[src/rtl/led_rng_pkg.sv]
// Shared types and constants for the RNG-driven LED display.
package led_rng_pkg;

  typedef enum logic [1:0] {
    MODE_STATIC = 2'd0,
    MODE_PWM    = 2'd1,
    MODE_SCROLL = 2'd2,
    MODE_OFF    = 2'd3
  } mode_e;

  typedef enum logic {
    ST_IDLE = 1'b0,
    ST_REQ  = 1'b1
  } state_e;

  localparam int unsigned MISSED_W   = 8;
  localparam int unsigned MISSED_MAX = 255;

endpackage

[src/rtl/led_rng_ticker.sv]
// Free-running period counter; tick_c is high during the last count of each period.
module led_rng_ticker #(
  parameter int unsigned PERIOD_CYCLES = 200_000_000
) (
  input  logic clock,
  input  logic reset_n,
  output logic tick_c
);

  localparam int unsigned CNT_W = (PERIOD_CYCLES > 1) ? $clog2(PERIOD_CYCLES) : 1;
  localparam logic [CNT_W-1:0] LAST = CNT_W'(PERIOD_CYCLES - 1);

  logic [CNT_W-1:0] count_q, count_d;

  assign tick_c = (count_q == LAST);

  // Explicit wrap so non-power-of-two periods work.
  always_comb begin
    count_d = count_q + CNT_W'(1);
    if (tick_c) count_d = '0;
  end

  always_ff @(posedge clock or negedge reset_n) begin
    if (!reset_n) count_q <= '0;
    else          count_q <= count_d;
  end

endmodule

[src/rtl/led_rng_display.sv]
// LED front end for the RNG: periodic sample requests over valid/ready and
// a registered display in static, PWM, scroll or off mode.
module led_rng_display
  import led_rng_pkg::*;
#(
  parameter int unsigned NUM_LEDS      = 4,
  parameter int unsigned PERIOD_CYCLES = 200_000_000,
  parameter int unsigned PWM_BITS      = 8,
  parameter int unsigned RNG_WIDTH     = 512
) (
  input  logic                 clock,
  input  logic                 reset_n,
  input  logic [RNG_WIDTH-1:0] rng_data,
  input  logic                 rng_valid,
  output logic                 rng_ready,
  input  logic [1:0]           mode,
  input  logic                 hold,
  output logic [NUM_LEDS-1:0]  leds,
  output logic                 sample_strobe,
  output logic [MISSED_W-1:0]  missed_ticks
);

  localparam int unsigned SAMPLE_W = NUM_LEDS * PWM_BITS;

  if (RNG_WIDTH < SAMPLE_W) begin : g_chk_width
    $error("led_rng_display: RNG_WIDTH must be >= NUM_LEDS*PWM_BITS");
  end
  if (NUM_LEDS < 2) begin : g_chk_leds
    $error("led_rng_display: NUM_LEDS must be >= 2");
  end
  if (PERIOD_CYCLES < 2) begin : g_chk_period
    $error("led_rng_display: PERIOD_CYCLES must be >= 2");
  end

  // Sample bits beyond the PWM fields never reach the display.
  if (RNG_WIDTH > SAMPLE_W) begin : g_unused_hi
    logic unused_rng_hi;
    assign unused_rng_hi = ^rng_data[RNG_WIDTH-1:SAMPLE_W];
  end

  logic tick_c;

  led_rng_ticker #(
    .PERIOD_CYCLES(PERIOD_CYCLES)
  ) u_ticker (
    .clock  (clock),
    .reset_n(reset_n),
    .tick_c (tick_c)
  );

  state_e                state_q, state_d;
  logic [SAMPLE_W-1:0]   sample_q, sample_d;
  logic [NUM_LEDS-1:0]   scroll_q, scroll_d;
  logic [PWM_BITS-1:0]   pwm_q, pwm_d;
  logic [NUM_LEDS-1:0]   leds_q, leds_d;
  logic                  strobe_q, strobe_d;
  logic [MISSED_W-1:0]   missed_q, missed_d;
  logic [NUM_LEDS-1:0]   pwm_on_c;

  assign rng_ready     = (state_q == ST_REQ);
  assign leds          = leds_q;
  assign sample_strobe = strobe_q;
  assign missed_ticks  = missed_q;

  // Request/capture FSM; ticks during an outstanding request are counted, not queued.
  always_comb begin
    state_d  = state_q;
    sample_d = sample_q;
    scroll_d = scroll_q;
    strobe_d = 1'b0;
    missed_d = missed_q;
    case (state_q)
      ST_IDLE: begin
        if (tick_c && !hold) state_d = ST_IDLE == ST_IDLE ? ST_REQ : ST_IDLE;
      end
      ST_REQ: begin
        if (tick_c && (missed_q != MISSED_W'(MISSED_MAX))) begin
          missed_d = missed_q + MISSED_W'(1);
        end
        if (rng_valid) begin
          state_d  = ST_IDLE;
          sample_d = rng_data[SAMPLE_W-1:0];
          scroll_d = {scroll_q[NUM_LEDS-2:0], rng_data[0]};
          strobe_d = 1'b1;
        end
      end
      default: state_d = ST_IDLE;
    endcase
  end

  for (genvar g = 0; g < NUM_LEDS; g++) begin : g_pwm
    assign pwm_on_c[g] = (sample_q[g*PWM_BITS +: PWM_BITS] > pwm_q);
  end

  // Display mux, registered so mode changes show one cycle later.
  always_comb begin
    pwm_d  = pwm_q + PWM_BITS'(1);
    leds_d = '0;
    case (mode_e'(mode))
      MODE_STATIC: leds_d = sample_q[NUM_LEDS-1:0];
      MODE_PWM:    leds_d = pwm_on_c;
      MODE_SCROLL: leds_d = scroll_q;
      MODE_OFF:    leds_d = '0;
      default:     leds_d = '0;
    endcase
  end

  always_ff @(posedge clock or negedge reset_n) begin
    if (!reset_n) begin
      state_q  <= ST_IDLE;
      sample_q <= '0;
      scroll_q <= '0;
      pwm_q    <= '0;
      leds_q   <= '0;
      strobe_q <= 1'b0;
      missed_q <= '0;
    end else begin
      state_q  <= state_d;
      sample_q <= sample_d;
      scroll_q <= scroll_d;
      pwm_q    <= pwm_d;
      leds_q   <= leds_d;
      strobe_q <= strobe_d;
      missed_q <= missed_d;
    end
  end

endmodule

[config.mk]
export PLATFORM = sky130hd
export DESIGN_NAME = led_rng_display
export DESIGN_NICKNAME = d
export VERILOG_FILES = /design/src/rtl/led_rng_pkg.sv /design/src/rtl/led_rng_ticker.sv /design/src/rtl/led_rng_display.sv
export SDC_FILE = /design/constraint.sdc
export NUM_CORES = 1
export LEC_CHECK = 0
export CAP_MARGIN = 15
export CORE_AREA = 2 2 208 210
export DETAILED_ROUTE_END_ITERATION = 10
export DIE_AREA = 0 0 210 212
export PLACE_DENSITY = 0.47
export SYNTH_ARGS = -nofsm -noshare
export SYNTH_HDL_FRONTEND = slang
export SYNTH_SLANG_ARGS = --single-unit
[constraint.sdc]
create_clock -name clock -period 5.9 [get_ports clock]
set_input_delay 0.59 -clock clock [delete_from_list [all_inputs] [get_ports clock]]
set_output_delay 0.59 -clock clock [all_outputs]
set_load 0.01 [all_outputs]
=== Yosys cells after proc, flatten, opt, wreduce, memory -nomap -nowiden ===
Index checks and enable logic that the tools add are counted.

* Logic and storage cells: 34
* Output and inout bits: 14
* Register bits after elaboration: 86

* Muxes and demuxes: 7
* Equal/unequal tests: 5
* Bitwise logic cells: 1
* Add/sub/neg operators: 3
* Reduce and logical (&&, ||, !) cells: 6
* Magnitude comparators: 4

{| class="wikitable"
|+ Operators by type and width
! operator !! count
|-
| greater-than comparator 8 bit || 4
|-
| adder 28 x 1 -> 28 bit (second input constant) || 1
|-
| equality test 28 bit (second input constant) || 1
|-
| two-way mux 28 bit || 1
|-
| adder 8 x 1 -> 8 bit (second input constant) || 2
|-
| one-hot mux 4 bit (4 select lines) || 1
|-
| inequality test 8 bit (second input constant) || 1
|-
| equality test 2 bit (second input constant) || 2
|-
| two-way mux 1 bit || 4
|-
| AND reduction 2 bit || 2
|-
| equality test 2 x 1 -> 1 bit (second input constant) || 1
|-
| logical AND 1 bit || 2
|-
| logical NOT 2 bit || 1
|-
| one-hot mux 1 bit (2 select lines) || 1
|-
| logical NOT 1 bit || 1
|-
| NOT 1 bit || 1
|}

=== Logic depth before layout (Yosys ltp) ===
Gate-level depths: netlist of the first run.

* Word-level depth: 4
* Depth in mapped cells: 8
* Gate-level depth less buffers: 7

=== Cells and area by module ===
Synthesis of the first run repeated with hierarchy kept, for this count alone.

* Cells, all modules: 394
* Area total of the unflattened synthesis: 4367.9 µm²

{| class="wikitable"
|+ Modules (own cells, without submodules)
! module !! times used !! cells an instance !! area each (µm²) !! seq. area each (µm²)
|-
| led_rng_display || 1 || 250 || 2911.5 || 1426.4
|-
| led_rng_ticker || 1 || 144 || 1456.4 || 700.7
|}

=== Worst setup path before layout of the first run ===
Ideal clock, no wire load.

* Path kind: register to register
* Start: register u_ticker.count_q[0]
* End: register missed_q[5], in the netlist missed_ticks[5]
* Buffers on the path: 2
* Library setup time: 0.079 ns
* Data arrival time: 2.196 ns
* Cell stages (with the launch flop): 9
* Clock period less this slack: 2.275 ns
* Data required time: 5.821 ns
* Setup slack: 3.625 ns
* Cell sequence: dfrtp_1 > ha_1 > nand2_1 > or3_1 > buf_2 > or4_1 > buf_2 > nor4_1 > xor2_1

* Cells in the longest elaborated chain, start to end: 3

{| class="wikitable"
|+ Ends and longest elaborated chain
! what !! line !! source
|-
| from (decl) || led_rng_ticker.sv:13 || <nowiki>logic [CNT_W-1:0] count_q, count_d;</nowiki>
|-
| from (signal assigned) || led_rng_ticker.sv:25 || <nowiki>else count_q <= count_d;</nowiki>
|-
| equality test 28 bit || led_rng_ticker.sv:15 || <nowiki>assign tick_c = (count_q == LAST);</nowiki>
|-
| logical AND 1 bit || led_rng_display.sv:77 || <nowiki>if (tick_c && (missed_q != MISSED_W'(MISSED_MAX))) begin</nowiki>
|-
| AND reduction 2 bit (no source line) || -- ||
|-
| to (signal assigned) || led_rng_display.sv:124 || <nowiki>missed_q <= missed_d;</nowiki>
|-
| to (decl) || led_rng_display.sv:57 || <nowiki>logic [MISSED_W-1:0] missed_q, missed_d;</nowiki>
|}

Every way passes these cells.
A chain may end at the register's enable or synchronous reset.

=== Worst setup path after layout of the first run ===
* Start: register u_ticker.count_q[18]
* End: register missed_q[4], in the netlist missed_ticks[4]

Same word-level chain as after synthesis.

==> results of run 1 <==
-- routing by layer --
layer / part of all wire [%] / track usage, % / vias to the layer above / wire (µm)
li1: - / - / 1495 / -
met1: 48 / 7.04 / 1445 / 5450
met2: 47 / 8.60 / 54 / 5280
met3: 4.1 / 1.76 / 10 / 461
met4: 0.87 / 1.20 / 0 / 98
met5: 0 / 0 / - / 0
-- flip-flops by register name, summed over array words and instances, names as in the netlist --
| name | count |
|---|---|
| rng_ready | 1 |
| pwm_q | 8 |
| scroll_q | 3 |
| leds | 4 |
| missed_ticks | 8 |
| sample_q | 32 |
| u_ticker.count_q | 28 |
| sample_strobe | 1 |
-- synthesized netlist by cell type, types with 2 or more instances --
master,number
xor2_1,19
nand2_1,27
nand2b_1,5
a31oi_1,4
buf_2,2
clkbuf_1,3
and2_1,2
a21oi_1,10
nand3_1,14
inv_1,12
ha_1,35
nand4_1,20
xnor2_1,14
nor3_1,6
or4_1,2
dfrtp_1,85
mux2i_1,4
or3_1,3
nor2b_1,9
o21ai_0,19
and3_1,5
nor2_1,19
nor4_1,5
mux2_2,30
buf_1,2
o32ai_1,4
nor4b_1,2
and4_1,4
or4b_1,2
a211oi_1,4
-- area by class of cell --
type	instances	area share (%)
Timing Repair Buffer	53	9.06
Tap cell	546	11.8
Sequential cell	85	36.9
Inverter	13	0.846
Clock buffer	11	4.38
Multi-Input combinational cell	275	36.0
Clock inverter	4	0.976
-- cell families (layout without fill, tap and decap cells) --
kind of cell	after synthesis	in the layout	share of synthesized area, %
buffers and inverters	20	81	1.81
and+or+nand+nor	128	128	16.3
AOI/OAI and AO/OA	44	44	6.05
xor gates and xnor gates	33	33	6.76
DFF	85	85	49.7
muxes	35	35	9.10
adders and majority gates	35	35	10.2
-- worst min-delay path by stage --
stage	from	endpoint	slack, ps
after floorplan	reset_n	leds[0]$_DFF_PN0_	290
after global placement	u_ticker.count_q[0]$_DFF_PN0_	u_ticker.count_q[0]$_DFF_PN0_	450
after detailed placement	u_ticker.count_q[0]$_DFF_PN0_	u_ticker.count_q[0]$_DFF_PN0_	460
after CTS	reset_n	sample_q[19]$_DFFE_PN0P_	180
after global routing	reset_n	sample_q[19]$_DFFE_PN0P_	200
final	reset_n	sample_q[19]$_DFFE_PN0P_	180
-- stage by stage --
step                      std cells  setup slack (ps)
after floorplan                 380              3620
after global placement          972              2980
after detailed placement        972              2950
after CTS                       987              3310
after global routing            987              3110
final                           987              3280
-- report_power, final --
group	internal (µW)	leakage, µW	switching, µW	total, µW
clock	352	0.000152	246	598
combinational	66.5	0.00114	57.3	124
sequential	607	0.00112	14.9	622
==> metrics.txt, run 1 <==
Worst VDD drop 125 µV; Synth top area share 49.7%; Syn Area/Cell 11.3 µm²; max cap viols 0; Post-DP HPWL 8650 µm; post-synthesis net count 933; area growth from synthesis to layout 34.9%; worst setup path start u_ticker.count_q[18]$_DFF_PN0_; Final Hold Vio Count 0; post-route cell area 5770 µm²; Final Core Density 13.6%; CTS tree yes; GRT Resource Usage Total 5.38%; CP max stage cell nor4_2; RSZ-0062 raised after global routing no; nets@finish 990; post-CTS sizing 0; most common cell after layout, fill and taps aside dfrtp_1; layout cells sized above 1 11.8%; site row count 76; Yosys top cell by area dfrtp_1; Peak Freq 382 MHz; outcome finished clean; Setup Buffers After CTS 0; vias in the first global route 3066; commonest non-fill, non-tap cells in the layout dfrtp_1 (85), clkdlybuf4s50_1 (50), ha_1 (35); CTS max path bufs 2; synth unique cells 38; RR Startpoint u_ticker.count_q[18]$_DFF_PN0_; TritonCTS Sinks 85; DIE HEIGHT 212 µm; Critical path buffers and inverters 0; Crit path depth 5; register area 2130 µm²; PwrDens 233 nW/µm²; Reg clk slew, reported paths 60 ps; Fill cells 4753; worst r2r path cells 5; CP top delay family simple AND/OR/NAND/NOR gates; CP Max Fanout 6; Critical Path AT 2890 ps; 1st-pass router iterations 4; WL/cell 11.4 µm; fin crit period 2620 ps; DR vias/cell 3.04; input/output buffers 51; Worst R2R End missed_ticks[4]$_DFFE_PN0P_; Slew HR 23.7%; Setup crit end missed_ticks[4]$_DFFE_PN0P_; Hold-fix buffers, CTS 0; Post-synth EDFFs 0; RePlAce Congestion 0.698; antenna-violating nets left 0; cell chain of the critical path or4b_1 -> or4_1 -> nor4_2 -> and4_1 -> xor2_1; worst-margin pin slew 1140 ps; grt total ovfl 0; DRC violations left 0; core region area 42500 µm²; Seq/Total Area, Yosys 49.7%; synthesized cell area 4280 µm²; pin count of the biggest net entering global routing 55; Final setup viols 0; Yosys warning total 0; Hold Path Class primary input to asynchronous set/reset pin; H-tree Lvls 3; Chip Width 210 µm; Synth Register Bits 85; first-pass GRT wire length 17900 µm; CP startpoint kind register; die footprint 44500 µm²; Top Ports 532; final count of pins violating max slew 0; Hold WS 180 ps; setup TNS 0 ps; worst setup skew after layout 6.43 ps; area of the multi-input gates 2080 µm²; DRC marker count from the first detailed-route iteration 133; Crit. End Element register; ANT cells 0; Required @ worst endpoint 6170 ps; Final period util 44.3%; most area-consuming cells after synthesis dfrtp_1 (50%), ha_1 (10%), mux2_2 (7.9%); Crit Path Class register to register; synthesized instance count 380; Post-Route WL 11300 µm; TritonCTS buffer count 9; root buf cell clkbuf_16; Initial Utilization 10.1%; Final Power 1340 µW; Lkg Pwr 0.00241 µW; initial antenna violation count 2; ys async rst share 100%; DR vias 3004; dpl cell area 5460 µm²; Max stage delay on crit path 580 ps; FF-to-FF setup slack 3280 ps; worst-skew pair later-pin latency 350 ps; Main synth FF type dfrtp_1
Note: power is estimated with default switching activity, not from simulation.
==> inputs of run 2 (changes only) <==
--- a/config.mk
+++ b/config.mk
@@ -6,10 +6,10 @@
 export NUM_CORES = 1
 export LEC_CHECK = 0
 export CAP_MARGIN = 15
-export CORE_AREA = 2 2 208 210
+export CORE_AREA = 2 2 209 211
 export DETAILED_ROUTE_END_ITERATION = 10
-export DIE_AREA = 0 0 210 212
-export PLACE_DENSITY = 0.47
+export DIE_AREA = 0 0 211 213
+export PLACE_DENSITY = 0.46
 export SYNTH_ARGS = -nofsm -noshare
 export SYNTH_HDL_FRONTEND = slang
 export SYNTH_SLANG_ARGS = --single-unit
==> constraint.sdc (replaced) <==
create_clock -name clock -period 2.7 [get_ports clock]
set_input_delay 0.27 -clock clock [delete_from_list [all_inputs] [get_ports clock]]
set_output_delay 0.27 -clock clock [all_outputs]
set_load 0.01 [all_outputs]
==> run 2 against run 1 <==
Combinational power is 120% higher; global-route usage about the same; first-iteration DRC count grew 7.5%; sequential share of layout area decreased by 0.54 points; critical path depth stayed put; core utilization up 0.14 points; total power up 120%; cell count is 1.0% higher; maximum frequency grew 6.9%; clock-buffer cell count unchanged; critical endpoint is now missed_ticks[1]$_DFFE_PN0P_; largest cell class unchanged; largest power group unchanged; highest routed layer unchanged.
==> metrics.txt, run 2 (synthesized netlist as in run 1, its figures left out) <==
DR vias/cell 3.06 (+0.48%); GRT Resource Usage Total 5.42% (+0.048 points); Critical Path AT 2690 ps (-200 ps); pin count of the biggest net entering global routing 42 (-24%); PwrDens 504 nW/µm² (+120%); Peak Freq 409 MHz (+6.9%); nets@finish 999 (+0.91%); RePlAce Congestion 0.732 (+4.9%); Setup Buffers After CTS 0 (unchanged); setup TNS 0 ps (unchanged); TritonCTS Sinks 85 (unchanged); worst setup skew after layout 13.0 ps (+6.61 ps); cell chain of the critical path or4b_1 -> or4_1 -> nor4_2 -> buf_4 -> mux2_1; first-pass GRT wire length 18300 µm (+1.9%); Final period util 90.6% (+46 points); CP startpoint kind register; Final Hold Vio Count 0 (unchanged); H-tree Lvls 3 (unchanged); Hold-fix buffers, CTS 1 (+1); Chip Width 211 µm (+0.48%); Reg clk slew, reported paths 70 ps (about the same); layout cells sized above 1 13.3% (+1.5 points); max reg flops 32 (unchanged); RSZ-0062 raised after global routing no; vias in the first global route 3194 (+4.2%); Post-DP HPWL 8680 µm (+0.35%); Lkg Pwr 0.00246 µW (+2.2%); post-CTS sizing 0 (unchanged); TritonCTS buffer count 9 (unchanged); Final setup viols 0 (unchanged); Worst VDD drop 237 µV (+89%); Final Power 2950 µW (+120%); CTS max path bufs 2 (unchanged); 1st-pass router iterations 4 (unchanged); register area 2130 µm² (unchanged); commonest non-fill, non-tap cells in the layout dfrtp_1 (85), clkdlybuf4s50_1 (50), ha_1 (35); CTS tree yes; Slew HR 61.8% (+38 points); site row count 76 (unchanged); ANT cells 0 (unchanged); area of the multi-input gates 2070 µm² (-0.30%); antenna-violating nets left 0 (unchanged); Required @ worst endpoint 2940 ps (-3230 ps); CP Max Fanout 6 (unchanged); Crit. End Element register; grt total ovfl 0 (unchanged); biggest regs sample_q: 32 flops, u_ticker.count_q: 28 flops; Max stage delay on crit path 560 ps (-20 ps); Crit Path Class register to register; DR vias 3049 (+1.5%); DRC marker count from the first detailed-route iteration 143 (+7.5%); outcome finished clean; DIE HEIGHT 213 µm (+0.47%); final count of pins violating max slew 0 (unchanged); Critical path buffers and inverters 1 (+1); fin crit period 2450 ps (-170 ps); worst-skew pair later-pin latency 360 ps (about the same); CP top delay family simple AND/OR/NAND/NOR gates; Initial Utilization 10.0% (-0.045 points); Hold Path Class primary input to asynchronous set/reset pin; input/output buffers 51 (unchanged); register with the most flip-flops sample_q; Top Ports 532 (unchanged); Fill cells 4760 (+0.15%); max cap viols 0 (unchanged); core region area 42700 µm² (+0.45%); FF-to-FF setup slack 250 ps (-3030 ps); DRC violations left 0 (unchanged); area growth from synthesis to layout 36.9%; WL/cell 11.3 µm (-1.1%); worst-margin pin slew 573 ps (-563 ps); CP max stage cell or4b_1; die footprint 44900 µm² (+0.95%); root buf cell clkbuf_16; most common cell after layout, fill and taps aside dfrtp_1; Post-Route WL 11300 µm (about the same); initial antenna violation count 1 (-1)
## run 2: path summary, 6_finish.rpt
kind	startpoint	endpoint	cells after the start
worst max-delay path	u_ticker.count_q[18]$_DFF_PN0_	missed_ticks[1]$_DFFE_PN0P_	5
worst min-delay path	reset_n	missed_ticks[0]$_DFFE_PN0P_	2
worst max register to register	u_ticker.count_q[18]$_DFF_PN0_	missed_ticks[1]$_DFFE_PN0P_	5
worst min register to register	u_ticker.count_q[0]$_DFF_PN0_	u_ticker.count_q[0]$_DFF_PN0_	1
max in group asynchronous	reset_n	sample_q[11]$_DFFE_PN0P_	3
min in group clock	u_ticker.count_q[0]$_DFF_PN0_	u_ticker.count_q[0]$_DFF_PN0_	1
## run 2: layer usage
layer / share of wire (%) / wire length (µm) / GRT usage [%]
met5: 0 / 0 / 0
met1: 49 / 5470 / 7.11
met4: 0.79 / 89 / 1.29
met2: 47 / 5290 / 8.59
met3: 3.7 / 421 / 1.81
## run 2: power breakdown
part / internal [µW] / leakage [µW] / switching, µW / total, µW
logic: 149 / 0.00119 / 124 / 273
registers: 1330 / 0.00112 / 32.5 / 1360
clock network: 777 / 0.000157 / 540 / 1320
## run 2: through the flow
step / cell area (µm²) / setup WS (ps) / instances / util, % / hold slack [ps]
2_1_floorplan: 4280 / 425 / 380 / - / -25.6
3_3_place_gp: 5530 / 242 / 980 / 12.9 / 311
3_5_place_dp: 5530 / 280 / 980 / 12.9 / 313
4_1_cts: 5860 / 247 / 997 / 13.7 / 461
5_1_grt: 5860 / 94.3 / 997 / 13.7 / 469
6_report: 5860 / 254 / 997 / 13.7 / 433
## run 2: worst reg2reg max path, delay by kind of cell (launching register included)
| family | cells | cell delay [ps] |
|---|---|---|
| buffers and inverters | 1 | 200 |
| DFF | 1 | 440 |
| muxes | 1 | 320 |
| and+or+nand+nor | 3 | 1380 |
## run 2: cell type report
cell class              count  area share [%]
inverters                  13           0.833
well taps                 546            11.7
flip-flops and latches     85            36.3
clock inverters             5            1.11
multi-input cells         275            35.4
repair buffers             62            10.3
clock buffers              11            4.32
==> inputs of run 3 (changes only) <==
--- a/config.mk
+++ b/config.mk
@@ -5,7 +5,7 @@
 export SDC_FILE = /design/constraint.sdc
 export NUM_CORES = 1
 export LEC_CHECK = 0
-export CAP_MARGIN = 15
+export CAP_MARGIN = 40
 export CORE_AREA = 2 2 209 211
 export DETAILED_ROUTE_END_ITERATION = 10
 export DIE_AREA = 0 0 211 213
==> results of run 3 <==
The final DEF is identical to that of run 2; final timing and power are the same.
